===== config.mk =====
export PLATFORM = sky130hd
export DESIGN_NAME = mmult_result_streamer
export DESIGN_NICKNAME = d
export VERILOG_FILES = /design/src/rtl/mmult_result_streamer.sv
export SDC_FILE = /design/constraint.sdc
export NUM_CORES = 1
export LEC_CHECK = 0
export CAP_MARGIN = 0
export CORE_MARGIN = 2
export CORE_UTILIZATION = 45
export DETAILED_ROUTE_END_ITERATION = 10
export PLACE_DENSITY = 0.73
export SYNTH_ARGS = -nofsm -noshare
export SYNTH_HDL_FRONTEND = slang
export SYNTH_SLANG_ARGS = --single-unit

===== constraint.sdc =====
create_clock -name clk -period 5.2 [get_ports clk]
set_clock_uncertainty 0.2 [all_clocks]
set_input_delay 0.78 -clock clk [delete_from_list [all_inputs] [get_ports clk]]
set_output_delay 0.78 -clock clk [all_outputs]
set_load 0.02 [all_outputs]

===== src/rtl/mmult_result_streamer.sv =====
`default_nettype none
// ============================================================================
// Module      : mmult_result_streamer
// Description : Captures the DIMxDIM result matrix on a rising mat_valid and
//               streams it as uppercase ASCII hex rows over a byte handshake.
// Revision    : 1.0 - initial release
// ============================================================================
module mmult_result_streamer #(
    parameter int DIM = 3,
    parameter int EW  = 17
) (
    input  logic                  clk,
    input  logic                  reset_n,
    input  logic                  mat_valid,
    input  logic [DIM*DIM*EW-1:0] C_mat,
    output logic [7:0]            tx_data,
    output logic                  tx_valid,
    input  logic                  tx_ready,
    output logic                  busy,
    output logic                  done
);

    localparam int HD  = (EW + 3) / 4;
    localparam int NB  = DIM * DIM * EW;
    localparam int IW  = (NB > 1) ? $clog2(NB) : 1;
    localparam int PW  = HD * 4;
    localparam int PIW = $clog2(PW);
    localparam int CW  = (DIM > 1) ? $clog2(DIM) : 1;
    localparam int DW  = (HD > 1) ? $clog2(HD) : 1;

    localparam logic [CW-1:0] C_LAST  = CW'(DIM - 1);
    localparam logic [DW-1:0] C_DLAST = DW'(HD - 1);

    localparam logic [1:0] S_IDLE = 2'd0;
    localparam logic [1:0] S_EMIT = 2'd1;
    localparam logic [1:0] S_DONE = 2'd2;

    localparam logic [1:0] PH_DIG = 2'd0;
    localparam logic [1:0] PH_SEP = 2'd1;
    localparam logic [1:0] PH_CR  = 2'd2;
    localparam logic [1:0] PH_LF  = 2'd3;

    logic [1:0]    state_q, state_d;
    logic [1:0]    phase_q, phase_d;
    logic [CW-1:0] row_q, row_d;
    logic [CW-1:0] col_q, col_d;
    logic [DW-1:0] dig_q, dig_d;
    logic [NB-1:0] cap_q, cap_d;
    logic          mat_valid_q;

    logic          w_start;
    logic          w_xfer;
    logic [IW-1:0] w_base;
    logic [PIW-1:0] w_nsel;
    logic [EW-1:0] w_entry;
    logic [PW-1:0] w_pad;
    logic [3:0]    w_nib;
    logic [7:0]    w_hex;
    logic [7:0]    w_char;

    assign w_start = mat_valid & ~mat_valid_q;
    assign w_xfer  = (state_q == S_EMIT) & tx_ready;

    always_ff @(posedge clk) begin
        if (!reset_n) begin
            state_q     <= S_IDLE;
            phase_q     <= PH_DIG;
            row_q       <= '0;
            col_q       <= '0;
            dig_q       <= '0;
            cap_q       <= '0;
            mat_valid_q <= 1'b0;
        end else begin
            state_q     <= state_d;
            phase_q     <= phase_d;
            row_q       <= row_d;
            col_q       <= col_d;
            dig_q       <= dig_d;
            cap_q       <= cap_d;
            mat_valid_q <= mat_valid;
        end
    end

    // Current character from the captured entry, MS nibble first, zero-padded
    always_comb begin
        w_base  = IW'((int'(row_q) * DIM + int'(col_q)) * EW);
        w_entry = cap_q[w_base +: EW];
        w_pad   = '0;
        w_pad[EW-1:0] = w_entry;
        w_nsel  = PIW'((HD - 1 - int'(dig_q)) * 4);
        w_nib   = w_pad[w_nsel +: 4];
        w_hex   = (w_nib < 4'd10) ? (8'h30 + {4'h0, w_nib}) : (8'h37 + {4'h0, w_nib});
        case (phase_q)
            PH_DIG:  w_char = w_hex;
            PH_SEP:  w_char = 8'h20;
            PH_CR:   w_char = 8'h0D;
            default: w_char = 8'h0A;
        endcase
    end

    always_comb begin
        state_d = state_q;
        phase_d = phase_q;
        row_d   = row_q;
        col_d   = col_q;
        dig_d   = dig_q;
        cap_d   = cap_q;
        case (state_q)
            S_IDLE: begin
                if (w_start) begin
                    cap_d   = C_mat;
                    phase_d = PH_DIG;
                    row_d   = '0;
                    col_d   = '0;
                    dig_d   = '0;
                    state_d = S_EMIT;
                end
            end
            S_EMIT: begin
                if (w_xfer) begin
                    case (phase_q)
                        PH_DIG: begin
                            if (dig_q == C_DLAST) begin
                                dig_d   = '0;
                                phase_d = (col_q == C_LAST) ? PH_CR : PH_SEP;
                            end else begin
                                dig_d = dig_q + 1'b1;
                            end
                        end
                        PH_SEP: begin
                            col_d   = col_q + 1'b1;
                            phase_d = PH_DIG;
                        end
                        PH_CR: phase_d = PH_LF;
                        default: begin
                            col_d   = '0;
                            phase_d = PH_DIG;
                            if (row_q == C_LAST) begin
                                state_d = S_DONE;
                            end else begin
                                row_d = row_q + 1'b1;
                            end
                        end
                    endcase
                end
            end
            S_DONE:  state_d = S_IDLE;
            default: state_d = S_IDLE;
        endcase
    end

    always_comb begin
        tx_valid = (state_q == S_EMIT);
        tx_data  = (state_q == S_EMIT) ? w_char : 8'h00;
        busy     = (state_q == S_EMIT);
        done     = (state_q == S_DONE);
    end

endmodule
`default_nettype wire


==> reports/metrics.cfg <==
[outcome]
outcome=finished with violations
failing_checks=setup timing

[die]
initial_core_util_pct=45.5
chipHeight_um=149
core_um2=20800
io_pins=168
die_area_um2=22200
fp-row-count=53
die_w_um=149

[yosys]
synthCells=1108
syn-num-nets=1280
ys_seq_elements=165
syn_avg_cell_area_um2=8.54
yosysSeqAreaShare_pct=34.9
synth-edff-count=0
synth-async-reset-ratio_pct=0
synth_ff_type=sky130_fd_sc_hd__dfxtp_1
netlist-cell-type-count=69
mappedNetlistArea_um2=9460
yosysWarnings=0

[worst_setup_path]
cp_data_arrival_time_ns=4.75
rr_endpoint=cap_q[29]
worst_r2r_startpoint=state_q[0]
reg2reg_slack_ns=2.76
timing.reg2reg.worst_path_depth=5
crit_path_start_kind=register
crit_path_max_fanout=6
crit_path_end_kind=primary output
worstPathRequired_ns=4.22
crit_type=register to primary output

[routing]
routed_wire_length_per_instance_um=19.8
drt_wl_total_mm=32.0
dr_drc_count=0
via_count=8909
detailed_router_iteration_count_before_antenna_repair=5
antenna_violating_nets_post_route=0
vias_per_cell=5.51
detail_route.iter0.violations=715

[clock_tree]
cts-root-buf=sky130_fd_sc_hd__clkbuf_16
htree_num_levels=4
cts-buffers-inserted=17
cts_tree=yes
clk_latency_ns=0.44
clkSlewWorstSetupHoldPaths_ns=0.07
ctsLongestPathBuffers=2
clock_sink_count=165

[min_path]
hold_path.startpoint=cap_q[51]
worstHoldPathType=register to register
timing.hold.worst_endpoint=cap_q[51]
min_path_cells=2

[sta]
worst_slew_margin_rel_pct=37.2
sum_neg_setup_slack_ns=-2.99
worst_slew_pin_slew_ns=0.942
hold_viol_final=0
fin_crit_sh_pct=110
report.final.slew_viol_count=0
maxClockFrequency_mhz=175
setup_slack_ns=-0.527
grt_setup_unrepaired=true
timing.final.crit_period_ns=5.73
finalSetupViolations=7

[layout]
stdcell_area_um2=13000
nets=1502
diodes=0
area_growth_pct=37.6
drive_gt1_share_pct=19.3

[global_route]
wire_length_of_the_first_global_routing_pass_mm=49.8
number_of_antenna_violations_at_the_first_check_in_global_routing=0
grtUsageTotal_pct=29.6
grt.overflow.total=0
grt_max_degree=122
grt_pass1_vias=8827

[power]
pwr_density_cell_nw_per_um2=259
leakage_nw=4.83
power.total_mw=3.37
max-vdd-ir-drop_uv=202

[run]
max_cap_violations=0

[place]
place.port_buffers=166
finalWeightedCongestion=1.00
post-dp-hpwl_mm=24.6
placement.cell_area_um2=12000

==> what timing repair did <==
action,CTS,global route
setup buffers,7,3
resized for setup,73,10
pin swaps,19,5
setup endpoints to repair,7,7
hold buffers,0,0
gates cloned,3,0
==> how the worst max path moves through the flow <==
stage	startpoint	to	slack, ns
after floorplan	row_q[0]	tx_data[2]	0.009
after global placement	row_q[0]	tx_data[0]	-0.63
after detailed placement	row_q[0]	tx_data[0]	-0.67
after CTS	col_q[1]	tx_data[0]	-0.50
after global routing	col_q[1]	tx_data[6]	-0.69
final	col_q[1]	tx_data[0]	-0.53
==> layout by cell type, fill, tap and decap left out, drive strengths merged, types with 7 or more instances in the layout <==
cell type and count:
nand2 339, dfxtp 165, clkdlybuf4s50 158, a21boi 157
buf 131, mux2i 43, mux4 42, nor2 33
a21oi 24, inv 24, nor2b 19, o21ai 19
clkbuf 19, mux2 17, ha 13, nand3 12
nand2b 10, and2 8, nor3 7, a22oi 7
==> metrics by stage <==
stage          setup WS (ns)  hold WS, ns  std cells  util [%]
2_1_floorplan        0.00873        0.238       1108         -
3_3_place_gp          -0.628        0.250       1573      57.7
3_5_place_dp          -0.670        0.260       1573      57.7
4_1_cts               -0.498        0.269       1615      62.2
5_1_grt               -0.690        0.281       1618      62.5
6_report              -0.527        0.266       1618      62.5
==> final cells by class <==
cell class	count	area, um^2
tap	275	344
clock inverter	13	181
clock buffer	19	453
inverter	19	73.8
sequential	165	3310
fill	1838	7800
multi-input combinational	837	5890
timing repair buffer	290	2770
==> routing by layer <==
layer | vias up | wire length (um) | share of wire (%) | track usage [%]
met2 | 314 | 15400 | 48 | 48.8
met4 | 0 | 747 | 2.3 | 9.14
met5 | - | 0 | 0 | 0
li1 | 4308 | - | - | -
met1 | 4237 | 13600 | 43 | 39.1
met3 | 50 | 2210 | 6.9 | 6.21
==> synthesized netlist by cell type (7+ instances only) <==
master | count | area share (%)
sky130_fd_sc_hd__ha_1 | 13 | 1.7
sky130_fd_sc_hd__nand3_1 | 12 | 0.63
sky130_fd_sc_hd__nor2_1 | 33 | 1.3
sky130_fd_sc_hd__nor3_1 | 7 | 0.37
sky130_fd_sc_hd__a21boi_0 | 156 | 12
sky130_fd_sc_hd__inv_1 | 17 | 0.67
sky130_fd_sc_hd__buf_4 | 8 | 0.63
sky130_fd_sc_hd__mux2_2 | 16 | 1.9
sky130_fd_sc_hd__and2_1 | 8 | 0.53
sky130_fd_sc_hd__buf_2 | 16 | 0.85
sky130_fd_sc_hd__a21oi_1 | 24 | 1.3
sky130_fd_sc_hd__nand2b_1 | 10 | 0.66
sky130_fd_sc_hd__nor2b_1 | 19 | 1.3
sky130_fd_sc_hd__mux4_2 | 38 | 9.0
sky130_fd_sc_hd__o21ai_0 | 19 | 1.0
sky130_fd_sc_hd__dfxtp_1 | 165 | 35
sky130_fd_sc_hd__nand2_1 | 339 | 13
sky130_fd_sc_hd__mux2i_1 | 43 | 4.5
sky130_fd_sc_hd__clkbuf_1 | 59 | 2.3
==> sequential cells by signal, summed over array words and instances (netlist names) <==
register	cells
cap_q	153
col_q	2
dig_q	3
mat_valid_q	1
phase_q	2
row_q	2
state_q	2
==> worst max-delay path: stages (launching register included) <==
cell,delay (ns)
sky130_fd_sc_hd__dfxtp_2,0.33
sky130_fd_sc_hd__inv_2,0.04
sky130_fd_sc_hd__fa_1,0.48
sky130_fd_sc_hd__inv_2,0.10
sky130_fd_sc_hd__ha_4,0.14
sky130_fd_sc_hd__inv_4,0.03
sky130_fd_sc_hd__fa_2,0.63
sky130_fd_sc_hd__buf_12,0.14
sky130_fd_sc_hd__or4b_4,0.46
sky130_fd_sc_hd__o21a_1,0.21
sky130_fd_sc_hd__a2111o_1,0.44
sky130_fd_sc_hd__nor4_4,0.28
sky130_fd_sc_hd__a32oi_2,0.15
sky130_fd_sc_hd__buf_4,0.18
sky130_fd_sc_hd__or4_4,0.47
sky130_fd_sc_hd__nand3_2,0.09
sky130_fd_sc_hd__buf_6,0.12
==> power breakdown <==
group / internal [mW] / total, mW / switching [mW] / leakage [nW]
registers: 1.34 / 1.41 / 0.0764 / 1.35
logic: 0.308 / 0.583 / 0.275 / 3.17
clock network: 0.798 / 1.37 / 0.575 / 0.309
total: 2.44 / 3.37 / 0.927 / 4.83
==> cells by family after synthesis <==
| group | synth area share [%] |
|---|---|
| simple gates | 19.9 |
| compound gates | 21.2 |
| flops | 34.9 |
| buf+inv | 5.10 |
| mux | 16.7 |
| fa+ha+maj | 2.14 |
| other cells | 0.0396 |
Note: power is estimated with default switching activity, not from simulation.
==> RTL change 1, RTL diff (config.mk and constraints unchanged) <==
Make the reset (`reset_n`) asynchronous in one clocked block.
--- a/src/rtl/mmult_result_streamer.sv
+++ b/src/rtl/mmult_result_streamer.sv
@@ -63,3 +63,3 @@
 
-    always_ff @(posedge clk) begin
+    always_ff @(posedge clk or negedge reset_n) begin
         if (!reset_n) begin
Behaviour: differs if reset_n is asserted again (counterexample within 4 cycles, from zero or initial values and one cycle with reset_n low); with reset_n held inactive, the same outputs for 4 cycles.
==> RTL change 1 against the original RTL <==
- the run still ends with negative setup slack left
- die area is 5.7% lower
- routed wire length is 17% lower
- sequential cell count stayed put
- global-route usage is 3.2 points lower
- final area is 6.1% lower
- via count is 24% lower
- worst setup slack better by 0.25 ns
- synthesized area is 5.9% lower
- critical path depth is 2 higher
Power is left out: it rests on default switching activity, and per cell area and clock period it moved more than threefold.
==> RTL change 1: results <==
set metrics [dict create \
    worst_r2r_path_depth 3 \
    totalWireLength_um 26600 \
    grt_pass1_vias 7122 \
    met2_usage_pct 42.6 \
    nClkBuffers 17 \
    inv_count 16 \
    violations "negative setup slack" \
    hp-class "primary input to asynchronous set/reset pin" \
    rrSetupSlack_ns 2.98 \
    endpoint "tx_data[1]" \
    drtIter0Drc 430 \
    drt_first_pass_iters 4 \
    clk_share_pct 4.87 \
    r2r-start "state_q[0]" \
    yosys-top-cells-area "dfrtp_1 46%, mux2_2 22%, mux4_2 5.1%" \
    buffers 255 \
    cp.arrival_ns 4.50 \
    grt_pass1_wl_um 40800 \
    cts.sinks 165 \
    fill_cells 1531 \
    layout-drive-gt1-share_pct 38.2 \
    ys_seq_area_share_pct 46.3 \
    track_usage_pct 26.4 \
    crit_family "adder cells" \
    netlist_top_cells_count "171 x mux2_2, 165 x dfrtp_1, 37 x mux2i_1" \
    dp_slack_ns -0.641 \
    outcome "finished, violations left" \
    worstPathMaxFanout 6 \
    place.gp.congestion 0.934 \
    seq_share_pct 33.8 \
    slowest_delay_ns 0.55 \
    async_reset_ff_share_pct 100 \
    finalSetupViolations 7 \
    io_buffer_count 166 \
    place_hpwl_um 20300 \
    yosysUniqueCellTypes 73 \
    reg2reg_to "cap_q[19]" \
    nonClkBufAreaFrac_pct 19.8 \
    multi_input_area_um2 4690 \
    die_w_um 145 \
    multi_input_comb_cells 487 \
    vias 6814 \
    fin_ws_ns -0.277 \
    worst_slew_pin_slew_ns 0.684 \
    syn_nets 888 \
    startpoint "row_q[1]" \
    gr-usage-met3_pct 6.12 \
    use_met1_pct 35.5 \
    clk_pin_slew_ns 0.07 \
    grt_start_max_net_pins 95 \
    fin_nets 1114 \
]
[RTL change 1: routing by layer]
layer | up-vias | routed length (um)
met2 | 197 | 12700
met5 | - | 0
met4 | 0 | 701
met3 | 40 | 1440
met1 | 3436 | 11800
li1 | 3141 | -
[RTL change 1: worst min path at each step]
stage	from	end
after floorplan	dig_q[2]	dig_q[2]
after CTS	reset_n	cap_q[134]
after global routing	reset_n	cap_q[134]
after global placement	cap_q[125]	cap_q[125]
after detailed placement	dig_q[2]	dig_q[2]
final	reset_n	cap_q[134]
[RTL change 1: kinds of logic (layout without fill, tap and decap cells)]
| family | Yosys count | after routing | share of synthesized area, % |
|---|---|---|---|
| adder cells (fa/ha/maj) | 15 | 15 | 2.28 |
| other | 1 | 1 | 0.0421 |
| AO/OA/AOI/OAI | 128 | 128 | 9.93 |
| multiplexers | 230 | 230 | 31.2 |
| AND/OR/NAND/NOR | 112 | 112 | 6.43 |
| XOR/XNOR | 1 | 1 | 0.0983 |
| flip-flops | 165 | 165 | 46.3 |
| buffers and inverters | 64 | 303 | 3.64 |
[RTL change 1: stage by stage]
step / hold WS (ns) / util (%) / cell area [um2] / std cells / setup TNS (ns)
final: 0.135 / 62.8 / 12200 / 1220 / -1.36
after floorplan: 0.263 / - / 8910 / 716 / 0
after global routing: 0.198 / 62.8 / 12200 / 1220 / -2.28
after global placement: 0.286 / 58.2 / 11300 / 1179 / -3.66
after detailed placement: 0.291 / 58.2 / 11300 / 1179 / -3.99
after CTS: 0.171 / 62.0 / 12100 / 1218 / -1.34
[RTL change 1: what timing repair did]
item | CTS | global route
setup buffers | 7 | 2
endpoints found under the setup margin | 7 | 7
gates resized for setup | 67 | 25
hold buffers | 0 | 0
pin swaps | 15 | 18
==> RTL change 2, RTL diff (same settings) <==
Made on the original files. `EW`: 17 -> 34.
--- a/src/rtl/mmult_result_streamer.sv
+++ b/src/rtl/mmult_result_streamer.sv
@@ -9,3 +9,3 @@
     parameter int DIM = 3,
-    parameter int EW  = 17
+    parameter int EW  = 34
 ) (
Ports: changed (resized C_mat); port bits go from 168 to 321. No check against the original RTL was run, so the function may have changed too.
==> RTL change 2 against the original RTL <==
- the flow still finishes with violations (negative setup slack)
- total power rose by 100%
- worst setup slack got worse by 0.54 ns
- final area rose by 93%
- sequential cell count rose by 154
- hold slack worse by 0.0029 ns
- synthesized area is 96% higher
- routed wire length grew to 2.5 times the old value
- sequential power grew 95%
- critical path type unchanged
- largest cell class unchanged
==> RTL change 2: results <==
set metrics [dict create \
    layout-drive-gt1-share_pct 18.8 \
    wl_per_cell_um 25.3 \
    reg2reg_to "cap_q[156]" \
    worstPathMaxFanout 8 \
    violations "negative setup slack" \
    timing.hold.ws_ns 0.263 \
    min-delay-start "cap_q[101]" \
    clock_latency_ns 0.55 \
    clk_pin_slew_ns 0.06 \
    ys_seq_area_share_pct 34.5 \
    place.gp.congestion 1.01 \
    track_usage_pct 37.4 \
    outcome "finished, violations left" \
    cp.arrival_ns 5.29 \
    totalWireLength_um 81000 \
    ir_worst_vdd_mv 0.236 \
    syn_nets 2521 \
    synthCells 2197 \
    cts-buffers-inserted 35 \
    place_hpwl_um 63700 \
    finalSetupViolations 7 \
    grt_pass1_vias 18400 \
    synthFlopType "dfxtp_1" \
    yosysUniqueCellTypes 85 \
    drt_first_pass_iters 6 \
    clockBufferDepth 3 \
    antenna_found_initial 3 \
    relSlewSlack_pct 28.8 \
    drtIter0Drc 1667 \
    vias 18800 \
    rrSetupSlack_ns 2.38 \
    io_buffer_count 319 \
    drt-met1-wl_um 36200 \
    ys_warn_count 0 \
    worst_hold_path.endpoint "cap_q[101]" \
    top_regs "cap_q x306, dig_q x4" \
    fin_ws_ns -1.07 \
    leakage_nw 9.30 \
    dr_wl_met2_um 36100 \
    yosys-top-cells-area "dfxtp_1 35%, nand2_1 14%, a21boi_0 12%" \
]
RTL change 2: cell count changes in the layout (fill, tap and decap cells not counted), moves of 19 or more:
| cell | delta |
|---|---|
| o21ai_0 | +26 |
| clkdlybuf4s50_1 | +153 |
| a21boi_0 | +151 |
| dfxtp_1 | +155 |
| mux4_2 | +29 |
| buf_4 | +145 |
| nor2_1 | +19 |
| mux2i_1 | +72 |
| nand2_1 | +331 |
RTL change 2: final cells by class:
type                       instances  area (um2)
antenna                            2        5.00
timing repair buffer             599        5560
clock inverter                     8         130
tap                              532         666
clock buffer                      54        1050
sequential                       319        6390
multi-input combinational       1661       11300
inverter                          25        96.3
fill                            3500       15600
RTL change 2: worst max path at each step:
stage          startpoint  slack, ns    endpoint  depth (start not counted)
6_report         row_q[1]      -1.07  tx_data[1]                         20
5_1_grt          row_q[1]      -1.19  tx_data[1]                         20
4_1_cts          col_q[1]      -1.11  tx_data[1]                         19
3_5_place_dp     row_q[0]      -1.16  tx_data[1]                         20
3_3_place_gp     row_q[0]      -1.04  tx_data[1]                         18
2_1_floorplan    row_q[0]       0.03  tx_data[1]                         18
RTL change 2: repair_timing:
action | in CTS | in global routing
buffers inserted | 14 | 6
endpoints found under the hold margin | 0 | 0
pin swaps | 15 | 15
setup endpoints to repair | 7 | 7
gates resized for setup | 63 | 29
RTL change 2: report_power, final:
part | leakage (nW) | internal (W) | switching [W]
sequential | 2.61 | 0.00259 | 0.000165
clock | 0.574 | 0.00150 | 0.00105
combinational | 6.11 | 0.000698 | 0.000731
total | 9.30 | 0.00479 | 0.00195
RTL change 2: cells by family after synthesis:
kind of cell	share of synthesized area (%)
muxes	16.5
other	0.0203
AOI/OAI and AO/OA	22.6
buffers and inverters	5.78
xor gates and xnor gates	0.331
and+or+nand+nor	19.2
adders and majority gates	1.03
DFF	34.5
RTL change 2: worst max-delay path, stage by stage, from the launching register on:
cell       delay, ns
dfxtp_2         0.33
inv_2           0.05
fa_1            0.49
inv_2           0.09
ha_4            0.12
inv_2           0.03
fa_4            0.95
buf_12          0.17
buf_12          0.12
mux4_2          0.28
mux2_4          0.30
a221o_1         0.40
o2111ai_2       0.09
a31oi_1         0.12
a31oi_1         0.23
buf_4           0.18
ha_4            0.20
and3_4          0.16
a21oi_2         0.09
and3_4          0.19
buf_6           0.11
RTL change 2: per-layer routing:
metal	vias up	track usage, %
met3	148	6.55
met5	-	0
met1	9185	52.3
li1	8644	-
met2	800	58.4
met4	0	12.5
RTL change 2: stage by stage:
stage | worst slack (ns) | cell area, um2
after floorplan | 0.0304 | 18500
after global placement | -1.04 | 23600
after detailed placement | -1.16 | 23600
after CTS | -1.11 | 25000
after global routing | -1.19 | 25200
final | -1.07 | 25200
